File: config.mk
export PLATFORM = sky130hd
export DESIGN_NAME = credit_sender_flat
export DESIGN_NICKNAME = d
export VERILOG_FILES = /design/src/rtl/credit_sender_pkg.sv /design/src/rtl/credit_sender_if.sv /design/src/rtl/credit_sender_skid.sv /design/src/rtl/credit_sender.sv /design/src/flat_wrapper.sv
export SDC_FILE = /design/constraint.sdc
export NUM_CORES = 1
export LEC_CHECK = 0
export ABC_AREA = 1
export BUFFER_PORTS_ARGS = -buffer_cell sky130_fd_sc_hd__buf_2
export CORE_MARGIN = 2
export CORE_UTILIZATION = 47
export DETAILED_ROUTE_END_ITERATION = 12
export PLACE_DENSITY = 0.78
export RECOVER_POWER = 100
export SLEW_MARGIN = 20
export SYNTH_ARGS = -nofsm -noshare
export SYNTH_HDL_FRONTEND = slang
export SYNTH_SLANG_ARGS = --single-unit
File: constraint.sdc
create_clock -name clock -period 3.6 [get_ports clock]
set_input_delay 0.54 -clock clock [delete_from_list [all_inputs] [get_ports clock]]
set_output_delay 0.54 -clock clock [all_outputs]
set_load 0.005 [all_outputs]
File: src/rtl/credit_sender_pkg.sv
// Shared types and helpers for the credit_sender slice: skid-buffer
// occupancy encoding and the credit-counter width helper.
package credit_sender_pkg;

    typedef enum logic [1:0] {
        SKID_EMPTY = 2'd0,
        SKID_ONE   = 2'd1,
        SKID_TWO   = 2'd2
    } skid_state_t;

    // Counter must hold every value 0..n inclusive.
    function automatic int credit_width(input int n);
        return $clog2(n + 1);
    endfunction

endpackage

File: src/rtl/credit_sender_if.sv
// Link interfaces. stream: a word moves when valid && ready are both high at
// a rising edge; data is meaningful only while valid. flow: same, without ready.
interface stream_if #(parameter type T = logic [31:0]) ();
    T     data;
    logic valid;
    logic ready;

    modport send    (output data, output valid, input  ready);
    modport receive (input  data, input  valid, output ready);
endinterface

interface flow_if #(parameter type T = logic [31:0]) ();
    T     data;
    logic valid;

    modport send    (output data, output valid);
    modport receive (input  data, input  valid);
endinterface

File: src/rtl/credit_sender_skid.sv
// Two-entry skid buffer (head + spare) between two stream interfaces.
// ready is registered and reflects "spare entry empty" for the coming cycle.
module stream_skid
    import credit_sender_pkg::*;
#(
    parameter type T = logic [31:0]
) (
    input  logic          clock,
    input  logic          reset,
    stream_if.receive     receive,
    stream_if.send        send,
    output skid_state_t   o_state
);

    skid_state_t r_state;
    skid_state_t w_next;
    T            r_head;
    T            r_spare;
    logic        r_ready;
    logic        w_accept;
    logic        w_pop;
    logic        w_load_head_in;
    logic        w_load_head_spare;
    logic        w_load_spare;

    assign w_accept = receive.valid && r_ready;
    assign w_pop    = send.ready && (r_state != SKID_EMPTY);

    always_comb begin
        w_next            = r_state;
        w_load_head_in    = 1'b0;
        w_load_head_spare = 1'b0;
        w_load_spare      = 1'b0;
        case (r_state)
            SKID_EMPTY: begin
                if (w_accept) begin
                    w_next         = SKID_ONE;
                    w_load_head_in = 1'b1;
                end
            end
            SKID_ONE: begin
                if (w_accept && w_pop) begin
                    w_load_head_in = 1'b1;
                end else if (w_accept) begin
                    w_next       = SKID_TWO;
                    w_load_spare = 1'b1;
                end else if (w_pop) begin
                    w_next = SKID_EMPTY;
                end
            end
            SKID_TWO: begin
                // ready is low here, so only a pop can happen
                if (w_pop) begin
                    w_next            = SKID_ONE;
                    w_load_head_spare = 1'b1;
                end
            end
            default: w_next = SKID_EMPTY;
        endcase
    end

    always_ff @(posedge clock) begin
        if (!reset) begin
            r_state <= SKID_EMPTY;
            r_ready <= 1'b0;
        end else begin
            r_state <= w_next;
            r_ready <= (w_next != SKID_TWO);
        end
    end

    always_ff @(posedge clock) begin
        if (w_load_head_in) begin
            r_head <= receive.data;
        end else if (w_load_head_spare) begin
            r_head <= r_spare;
        end
        if (w_load_spare) begin
            r_spare <= receive.data;
        end
    end

    assign receive.ready = r_ready;
    assign send.valid    = (r_state != SKID_EMPTY);
    assign send.data     = r_head;
    assign o_state       = r_state;

endmodule

File: src/rtl/credit_sender.sv
// Transmit end of a credit-based link: buffers upstream words and issues them
// only while the downstream receiver has advertised free space.
module credit_sender
    import credit_sender_pkg::*;
#(
    parameter type T       = logic [31:0],
    parameter int  CREDITS = 32
) (
    input  logic                              clock,
    input  logic                              reset,
    stream_if.receive                         receiver,
    flow_if.send                              sender,
    flow_if.receive                           credit_in,
    output logic [credit_width(CREDITS)-1:0]  credit_count,
    output logic                              overflow
);

    localparam int            CW   = credit_width(CREDITS);
    localparam logic [CW-1:0] FULL = CW'(CREDITS);

    stream_if #(.T(T)) w_head ();

    skid_state_t   w_unused_skid_state;
    logic          w_unused_credit_data;
    logic [CW-1:0] r_count;
    logic          r_overflow;
    logic          r_valid;
    T              r_data;
    logic          w_issue;
    logic          w_ret;

    stream_skid #(.T(T)) u_skid (
        .clock   (clock),
        .reset   (reset),
        .receive (receiver),
        .send    (w_head),
        .o_state (w_unused_skid_state)
    );

    // Uses only the registered count, so a credit returned this cycle waits a cycle.
    assign w_issue      = w_head.valid && (r_count != '0);
    assign w_head.ready = w_issue;
    assign w_ret        = credit_in.valid;

    assign w_unused_credit_data = ^credit_in.data;

    always_ff @(posedge clock) begin
        if (!reset) begin
            r_count    <= FULL;
            r_overflow <= 1'b0;
        end else begin
            case ({w_issue, w_ret})
                2'b10: r_count <= r_count - CW'(1);
                2'b01: begin
                    if (r_count == FULL) begin
                        r_overflow <= 1'b1;
                    end else begin
                        r_count <= r_count + CW'(1);
                    end
                end
                default: r_count <= r_count;
            endcase
        end
    end

    always_ff @(posedge clock) begin
        if (!reset) begin
            r_valid <= 1'b0;
        end else begin
            r_valid <= w_issue;
        end
    end

    always_ff @(posedge clock) begin
        if (w_issue) begin
            r_data <= w_head.data;
        end
    end

    assign sender.valid = r_valid;
    assign sender.data  = r_data;
    assign credit_count = r_count;
    assign overflow     = r_overflow;

endmodule

File: src/flat_wrapper.sv
// flat-port wrapper written by rule: the top's interface ports become plain ports
module credit_sender_flat import credit_sender_pkg::*;
#(
    parameter type T       = logic [31:0],
    parameter int  CREDITS = 32
)
  (clock, reset, credit_count, overflow, receiver_data, receiver_valid, receiver_ready, sender_data, sender_valid, credit_in_data, credit_in_valid);
  stream_if #(.T(T)) receiver_i ();
  flow_if #(.T(T)) sender_i ();
  flow_if #(.T(T)) credit_in_i ();
  input  logic clock;
  input  logic reset;
  output logic [credit_width(CREDITS)-1:0] credit_count;
  output logic overflow;
  input wire logic [$bits(receiver_i.data)-1:0] receiver_data;
  input wire logic [$bits(receiver_i.valid)-1:0] receiver_valid;
  output wire logic [$bits(receiver_i.ready)-1:0] receiver_ready;
  output wire logic [$bits(sender_i.data)-1:0] sender_data;
  output wire logic [$bits(sender_i.valid)-1:0] sender_valid;
  input wire logic [$bits(credit_in_i.data)-1:0] credit_in_data;
  input wire logic [$bits(credit_in_i.valid)-1:0] credit_in_valid;
  assign receiver_i.data = receiver_data;
  assign receiver_i.valid = receiver_valid;
  assign receiver_ready = receiver_i.ready;
  assign sender_data = sender_i.data;
  assign sender_valid = sender_i.valid;
  assign credit_in_i.data = credit_in_data;
  assign credit_in_i.valid = credit_in_valid;
  credit_sender #(.T(T), .CREDITS(CREDITS)) u_core (.clock(clock), .reset(reset), .receiver(receiver_i), .sender(sender_i), .credit_in(credit_in_i), .credit_count(credit_count), .overflow(overflow));
endmodule
Word level (Yosys, flattened, before mapping)
Index checks and enable logic that the tools add are counted.

Register bits: 107. Bits of input ports: 68. Output and inout bits: 41.

Add/sub/neg operators: 2. Equality and inequality tests: 7. Muxes and demuxes: 17. Reduce and logical (&&, ||, !) cells: 11.

Operators by type and width (count): $mux W32 (2); $pmux W6 S2 (1); $mux W2 (5); $add A6 B1 Y6 const B (1); $eq A6 B6 Y1 const B (1); $mux W1 (6); $mux W6 (1); $pmux W2 S3 (1); $reduce_bool A2 Y1 (3); $reduce_bool A6 Y1 (1); $sub A6 B1 Y6 const B (1); $eq A2 B1 Y1 const B (2); $eq A2 B2 Y1 const B (2); $logic_and A1 B1 Y1 (4); $ne A2 B2 Y1 const B (2); $reduce_and A2 Y1 (2); $logic_not A2 Y1 (1); $pmux W1 S2 (1).

Depth between registers and ports, before layout
Gate-level depths: netlist of run 1.

Depth after elaboration: 8. Mapped depth: 14.

Hierarchy
Synthesis of run 1 repeated with hierarchy kept, for this count alone.

Cells, all modules: 303. Area total of the unflattened synthesis: 4087.7 um^2.

By module, submodules not included: stream_skid (instances 1, cells an instance 195, area an instance 2573.7 um^2, sequential area each 1981.9 um^2); credit_sender (instances 1, cells an instance 108, area an instance 1514.0 um^2, sequential area each 1121.1 um^2).

Worst setup path after synthesis of run 1
Ideal clock, no wire load.

Path type: flip-flop to flip-flop. Start point: register u_core.r_count[0], in the netlist u_core.credit_count[0]. End point: register u_core.u_skid.r_head, in the netlist u_core.u_skid.send.data[0] (enable). Data arrival time: 3.098 ns. Required time: 3.130 ns. Slack: 0.032 ns. Cell stages (with the launch flop): 5. Path buffers: 0. Cells stage by stage: dfxtp_1 -> nor2_2 -> nand3_2 -> inv_2 -> o31ai_1.

Longest elaborated chain between the ends: 7.

Ends and longest elaborated chain: start: declaration (line credit_sender.sv:25) `logic [CW-1:0] r_count;`; start signal: assignment (line credit_sender.sv:53) `2'b10: r_count <= r_count - CW'(1);`; start signal: assignment (line credit_sender.sv:58) `r_count <= r_count + CW'(1);`; start signal: assignment (line credit_sender.sv:61) `default: r_count <= r_count;`; $reduce_bool A6 Y1 (*) (line credit_sender.sv:41) `assign w_issue = w_head.valid && (r_count != '0);`; $logic_and A1 B1 Y1 (*) (line credit_sender.sv:41); $logic_and A1 B1 Y1 (*) (line credit_sender_skid.sv:27) `assign w_pop = send.ready && (r_state != SKID_EMPTY);`; $logic_and A1 B1 Y1 (line credit_sender_skid.sv:42) `if (w_accept && w_pop) begin`; $mux W1 (line credit_sender_skid.sv:42); $pmux W1 S2 (line credit_sender_skid.sv:34) `case (r_state)`; $reduce_bool A2 Y1 (no line) (*); end signal: assignment (line credit_sender_skid.sv:74) `r_head <= receive.data;`; end signal: assignment (line credit_sender_skid.sv:76) `r_head <= r_spare;`; end: declaration (line credit_sender_skid.sv:17) `T r_head;`.

Mark *: on every way between the ends. The rest lies on a longest branch, timed or not. A chain may end at the register's enable or synchronous reset.

Worst setup path in the final report of run 1
Start point: register u_core.r_count[0], in the netlist u_core.credit_count[0]. End point: register u_core.u_skid.r_head, in the netlist u_core.u_skid.send.data[9] (enable).

Same word-level chain as after synthesis.

==> results of run 1 <==
per-layer routing:
metal | vias to the layer above | wire [um] | share of wire | GRT usage
li1 | 1014 | - | - | -
met1 | 1004 | 2750 | 0.43 | 0.166
met2 | 44 | 3220 | 0.51 | 0.232
met3 | 12 | 241 | 0.038 | 0.0338
met4 | 0 | 140 | 0.022 | 0.0673
met5 | - | 0 | 0 | 0
sequential cells by signal, indices dropped and copies added, names as in the netlist:
name                         cells
u_core.sender.data              32
u_core.u_skid.r_spare           32
u_core.sender.valid              1
u_core.u_skid.o_state            2
u_core.overflow                  1
u_core.u_skid.receive.ready      1
u_core.u_skid.send.data         32
u_core.credit_count              6
worst max path at each step:
| stage | to | cells past startpoint | slack, ps | from |
|---|---|---|---|---|
| 2_1_floorplan | u_core.u_skid.send.data[0] | 4 | 30 | u_core.credit_count[0] |
| 3_3_place_gp | u_core.u_skid.send.data[5] | 6 | 1230 | receiver_valid |
| 3_5_place_dp | u_core.u_skid.send.data[6] | 6 | 1190 | receiver_valid |
| 4_1_cts | u_core.u_skid.send.data[2] | 7 | 1260 | u_core.credit_count[0] |
| 5_1_grt | u_core.credit_count[0] | 8 | 630 | u_core.credit_count[0] |
| 6_report | u_core.u_skid.send.data[9] | 5 | 940 | u_core.credit_count[0] |
per-stage QoR:
step / cell area [sq um] / setup WS (ps) / power, mW
final: 4610 / 936 / 2.54
after floorplan: 4100 / 32.1 / 1.74
after detailed placement: 4580 / 1190 / 1.84
after global placement: 4580 / 1230 / 1.82
after CTS: 4790 / 1260 / 2.60
after global routing: 4610 / 627 / 2.67
placed cells by master (no fill, tap or decap):
master      n
inv_6       2
mux2_4      1
a21oi_1    10
nor2_2      1
o21ai_0     5
clkbuf_8    9
nor3_1      1
or2_2       1
o21a_1      1
buf_2      38
xnor2_1     2
nand4_1     1
ha_1        4
mux2_2      2
nor2_1     13
clkbuf_1   38
nand3_1     6
inv_1      12
nand2_4     1
clkinv_4    2
clkinv_8    1
dfxtp_1    11
nand2_1    23
inv_8       1
bufinv_16   1
o221ai_1    1
nand3_2     1
fa_1        1
edfxtp_1   96
mux2_1     29
o31ai_2     1
clkbuf_2    1
xor2_1      1
layout make-up:
cell class                      count  area, sq um
Fill cell                         732         3980
Tap cell                          108          135
Clock buffer                        9          124
Multi-Input combinational cell    106          774
Inverter                           12         45.0
Timing Repair Buffer               77          338
Clock inverter                      7         92.6
Sequential cell                   107         3100
power by group through the flow:
stage	clock, mW	combinational, mW	sequential, mW
after floorplan	0	0.245	1.49
after global placement	0	0.335	1.49
after detailed placement	0	0.350	1.49
after CTS	0.782	0.352	1.46
after global routing	0.836	0.358	1.47
final	0.762	0.320	1.46
worst reg2reg max path: stages, from the launching register on:
cell	delay, ps
dfxtp_1	470
nor2_1	120
nand3_2	90
inv_1	80
o31ai_2	970
clkbuf_2	590
cells by family (layout without fill, tap and decap cells):
family / Yosys count / in the layout / synth area share
compound gates: 18 / 18 / 0.0241
fa+ha+maj: 5 / 5 / 0.0171
buf+inv: 16 / 105 / 0.0284
mux: 32 / 32 / 0.114
simple gates: 48 / 48 / 0.0537
xor+xnor: 3 / 3 / 0.00640
flops: 107 / 107 / 0.756
==> impl_metrics.env, run 1 <==
export IMPL_cp_end_kind="register"
export IMPL_vias_per_cell=4.87
export IMPL_worstPathCellList="nor2_1 -> nand3_2 -> inv_1 -> o31ai_2 -> clkbuf_2"
export IMPL_yosysWarnings=0
export IMPL_r2r_start="u_core.credit_count[0]"
export IMPL_start_kind="register"
export IMPL_hold_viol=0
export IMPL_ctsResizeCount=0
export IMPL_power_switching_uw=651
export IMPL_syn2layout_area_growth_pct=12.4
export IMPL_grt_pass1_vias=2091
export IMPL_holdBufCountCts=0
export IMPL_placementRows=34
export IMPL_fin_skew_ps=18.8
export IMPL_finalSetupViolCount=0
export IMPL_drv_slew=33
export IMPL_die_area_sq_um=9500
export IMPL_run_status="finished, violations left"
export IMPL_yosysMostFrequentCell="edfxtp_1"
export IMPL_grt_max_degree=34
export IMPL_critPathBufInv=2
export IMPL_instances_no_fill=426
export IMPL_switching_share=0.256
export IMPL_syn_instance_count=229
export IMPL_vias=2074
export IMPL_timing_fmax_ghz=0.375
export IMPL_max_cap_violations=1
export IMPL_ys_seq_area_frac=0.756
export IMPL_worstRegToRegCells=5
export IMPL_dp_hpwl_mm=4.28
export IMPL_core_sq_um=8590
export IMPL_first_iter_violations=57
export IMPL_fin_crit_sh=0.740
export IMPL_syn_nets=302
export IMPL_clk_pin_slew_ps=110
export IMPL_hp_start="receiver_data[4]"
export IMPL_clockBufferDepth=2
export IMPL_cts_max_level=3
export IMPL_cts_root_buf="clkbuf_8"
export IMPL_synthTopCellsByArea="edfxtp_1 70%, mux2_4 11%, dfxtp_1 5.4%, nand2_1 1.9%, buf_12 1.5%"
export IMPL_grt_pass1_wl_mm=9.99
export IMPL_gp_congestion=0.767
export IMPL_leakagePower_nw=1.67
export IMPL_synthFlopType="edfxtp_1"
export IMPL_antenna_left=0
export IMPL_crit_type="register to register"
export IMPL_holdPathEnd="u_core.u_skid.r_spare[4]"
export IMPL_drc=0
export IMPL_hold_depth=1
export IMPL_syn_area_sq_um=4100
export IMPL_relSlewSlack=-0.110
export IMPL_grt_use_total=0.138
export IMPL_p_int_mw=1.89
export IMPL_p_comb_frac=0.126
export IMPL_drive_above_1_share=0.198
export IMPL_clk_latency_ps=370
export IMPL_utilization=0.537
export IMPL_crit_arrival_ps=2680
export IMPL_critPathSlowestCell="o31ai_2"
export IMPL_grt_ovfl_total=0
export IMPL_postCtsSetupBuffers=0
export IMPL_die_h_um=97.4
export IMPL_wire_per_inst_um=14.9
export IMPL_powerDensity_nw_per_um2=552
export IMPL_worstMarginPinSlew_ps=1660
export IMPL_async_reset_ff_frac=0
export IMPL_yosysTopAreaCell="edfxtp_1"
export IMPL_initial_core_util=0.478
export IMPL_p_seq_frac=0.575
export IMPL_reg2reg_slack_ps=940
export IMPL_syn_avg_cell_area_sq_um=17.9
export IMPL_cts_made_buffers=9
export IMPL_wl_mm=6.35
export IMPL_synth_edff_count=96
export IMPL_cp_max_fo=20
export IMPL_fin_hold_ws_ps=349
export IMPL_synthTopCellsByCount="96 x edfxtp_1, 29 x mux2_4, 21 x nand2_1"
export IMPL_antenna_found_initial=0
export IMPL_cts_tree="built"
export IMPL_rsz0062_at_grt="no"
export IMPL_yosysUniqueCellTypes=27
export IMPL_tns_ps=0
export IMPL_cp_required_ps=3610
export IMPL_synth_top_area_share=0.702
export IMPL_max_stage_delay_ps=970
export IMPL_vdd_drop_max_mv=0.301
export IMPL_place_inst=410
export IMPL_numPortBuffers=76
export IMPL_violations="capacitance limit, slew limit"
export IMPL_final_nets=386
export IMPL_die_w_um=97.4
export IMPL_clkPwrFrac=0.300
export IMPL_min_path_type="input pin to register"
export IMPL_cts_sinks=107
export IMPL_ys_ff_latch=107
export IMPL_path_delay_family="compound AO/OA/AOI/OAI gates"
export IMPL_fin_crit_ps=2660
export IMPL_regToRegEndpoint="u_core.u_skid.send.data[9]"
export IMPL_antenna_cells_inserted=0
export IMPL_pin_count=109
export IMPL_drtPass1Iterations=4
(Power assumes the default switching activity.)
==> run 2, diff against run 1 <==
Settings changed: CORE_UTILIZATION 47 to 52, PLACE_DENSITY 0.78 to 0.82.
Clock period 3.6 ns to 2.79 ns, I/O delays scaled along.
==> run 2 against run 1 <==
  * The run now ends clean
  * Critical endpoint is now u_core.u_skid.send.data[6]
  * Sequential cell count unchanged
  * Design area up 0.24%
  * First-iteration DRC count up 60%
  * Largest cell class unchanged
  * Final cell count down 0.94%
  * Hold slack worse by 100 ps
  * Clock power up 33%
  * Global-route usage up 1.1 points
  * Critical path depth up 2
==> impl_metrics.env, run 2 (synthesized netlist as in run 1, its figures left out) <==
export IMPL_run_status="finished clean"
export IMPL_power_switching_uw=803
export IMPL_final_common_cell="edfxtp_1"
export IMPL_antenna_cells_inserted=0
export IMPL_fin_skew_ps=12.6
export IMPL_timing_fmax_ghz=0.416
export IMPL_vias_per_cell=4.93
export IMPL_tns_ps=0
export IMPL_antenna_left=0
export IMPL_ctsResizeCount=0
export IMPL_core_sq_um=7690
export IMPL_antenna_found_initial=0
export IMPL_die_h_um=92.8
export IMPL_worstMarginPinSlew_ps=727
export IMPL_drtPass1Iterations=4
export IMPL_vias=2082
export IMPL_design_area_sq_um=4620
export IMPL_grt_pass1_vias=2089
export IMPL_switching_share=0.242
export IMPL_grt_pass1_wl_mm=9.59
export IMPL_instances_no_fill=422
export IMPL_cts_made_buffers=9
export IMPL_cp_required_ps=2780
export IMPL_cts_max_level=3
export IMPL_final_cell_mix="96 x edfxtp_1, 42 x clkbuf_1, 35 x buf_2"
export IMPL_utilization=0.601
export IMPL_drc=0
export IMPL_placementRows=32
export IMPL_cts_tree="built"
export IMPL_gp_congestion=0.701
export IMPL_first_iter_violations=91
export IMPL_start_kind="register"
export IMPL_nFillCells=628
export IMPL_pin_count=109
export IMPL_rsz0062_at_grt="no"
export IMPL_fin_hold_ws_ps=246
export IMPL_grt_ovfl_total=0
export IMPL_clk_pin_slew_ps=100
export IMPL_dp_hpwl_mm=4.25
export IMPL_postCtsSetupBuffers=0
export IMPL_initial_core_util=0.534
export IMPL_p_comb_frac=0.126
export IMPL_p_seq_frac=0.569
export IMPL_numPortBuffers=76
export IMPL_leakagePower_nw=1.68
export IMPL_drv_slew=0
export IMPL_max_cap_violations=0
export IMPL_clkPwrFrac=0.306
export IMPL_powerDensity_nw_per_um2=718
export IMPL_cp_max_fo=33
export IMPL_clk_latency_ps=360
export IMPL_vdd_drop_max_mv=0.383
export IMPL_worstPathCellList="nor2_1 -> nand3_1 -> inv_1 -> nand2_1 -> nand2_4 -> o31ai_4 -> clkbuf_1"
export IMPL_relSlewSlack=0.515
export IMPL_p_int_mw=2.52
export IMPL_grt_max_degree=34
export IMPL_fin_crit_sh=0.862
export IMPL_fin_crit_ps=2410
export IMPL_holdBufCountCts=0
export IMPL_finalSetupViolCount=0
export IMPL_crit_type="register to register"
export IMPL_crit_arrival_ps=2390
export IMPL_clockBufferDepth=2
export IMPL_final_nets=389
export IMPL_min_path_type="input pin to register"
export IMPL_drive_above_1_share=0.188
export IMPL_wire_per_inst_um=14.6
export IMPL_power_total_mw=3.32
export IMPL_hold_viol=0
export IMPL_placed_cell_area_sq_um=4590
export IMPL_place_inst=407
export IMPL_syn2layout_area_growth_pct=12.7
export IMPL_pre_cts_ws_ps=545
export IMPL_cp_end_kind="register"
export IMPL_setup_slack_ps=385
export IMPL_cts_sinks=107
export IMPL_critPathSlowestCell="clkbuf_1"
export IMPL_die_w_um=92.8
export IMPL_die_area_sq_um=8620
export IMPL_cts_root_buf="clkbuf_8"
export IMPL_grt_use_total=0.149
export IMPL_max_stage_delay_ps=580
export IMPL_wl_mm=6.18
==> run 2: power by group through the flow <==
stage                     Clock [mW]  Combinational [mW]  Sequential, mW
after floorplan                    0               0.316            1.92
after global placement             0               0.433            1.92
after detailed placement           0               0.458            1.93
after CTS                       1.04               0.461            1.89
after global routing            1.10               0.477            1.90
final                           1.01               0.417            1.89
==> run 2: cell type report <==
class | count | area, sq um | area share
Tap cell | 102 | 128 | 0.0276
Clock buffer | 9 | 124 | 0.0268
Inverter | 12 | 45.0 | 0.00974
Clock inverter | 6 | 97.6 | 0.0211
Sequential cell | 107 | 3100 | 0.671
Timing Repair Buffer | 80 | 350 | 0.0758
Multi-Input combinational cell | 106 | 776 | 0.168
==> run 2: worst max-delay path: cells and delay by family (launching register included) <==
kind / cells / cell delay, ps
compound gates: 1 / 150
flops: 1 / 480
buf+inv: 2 / 690
simple gates: 4 / 710
==> run 2: metal layers <==
| metal | global-route usage | up-vias | part of all wire |
|---|---|---|---|
| met2 | 0.258 | 55 | 0.49 |
| met5 | 0 | - | 0 |
| met1 | 0.165 | 996 | 0.43 |
| met3 | 0.0342 | 15 | 0.043 |
| li1 | - | 1016 | - |
| met4 | 0.0931 | 0 | 0.032 |
==> run 2: final timing paths <==
kind / slack, ps / to / startpoint / cells after the start
worst max-delay path: 380 / u_core.u_skid.send.data[6] / u_core.credit_count[0] / 7
worst min-delay path: 250 / u_core.u_skid.r_spare[30] / receiver_data[30] / 1
worst max register to register: 380 / u_core.u_skid.send.data[6] / u_core.credit_count[0] / 7
worst min register to register: 420 / u_core.sender.data[20] / u_core.u_skid.send.data[20] / 0
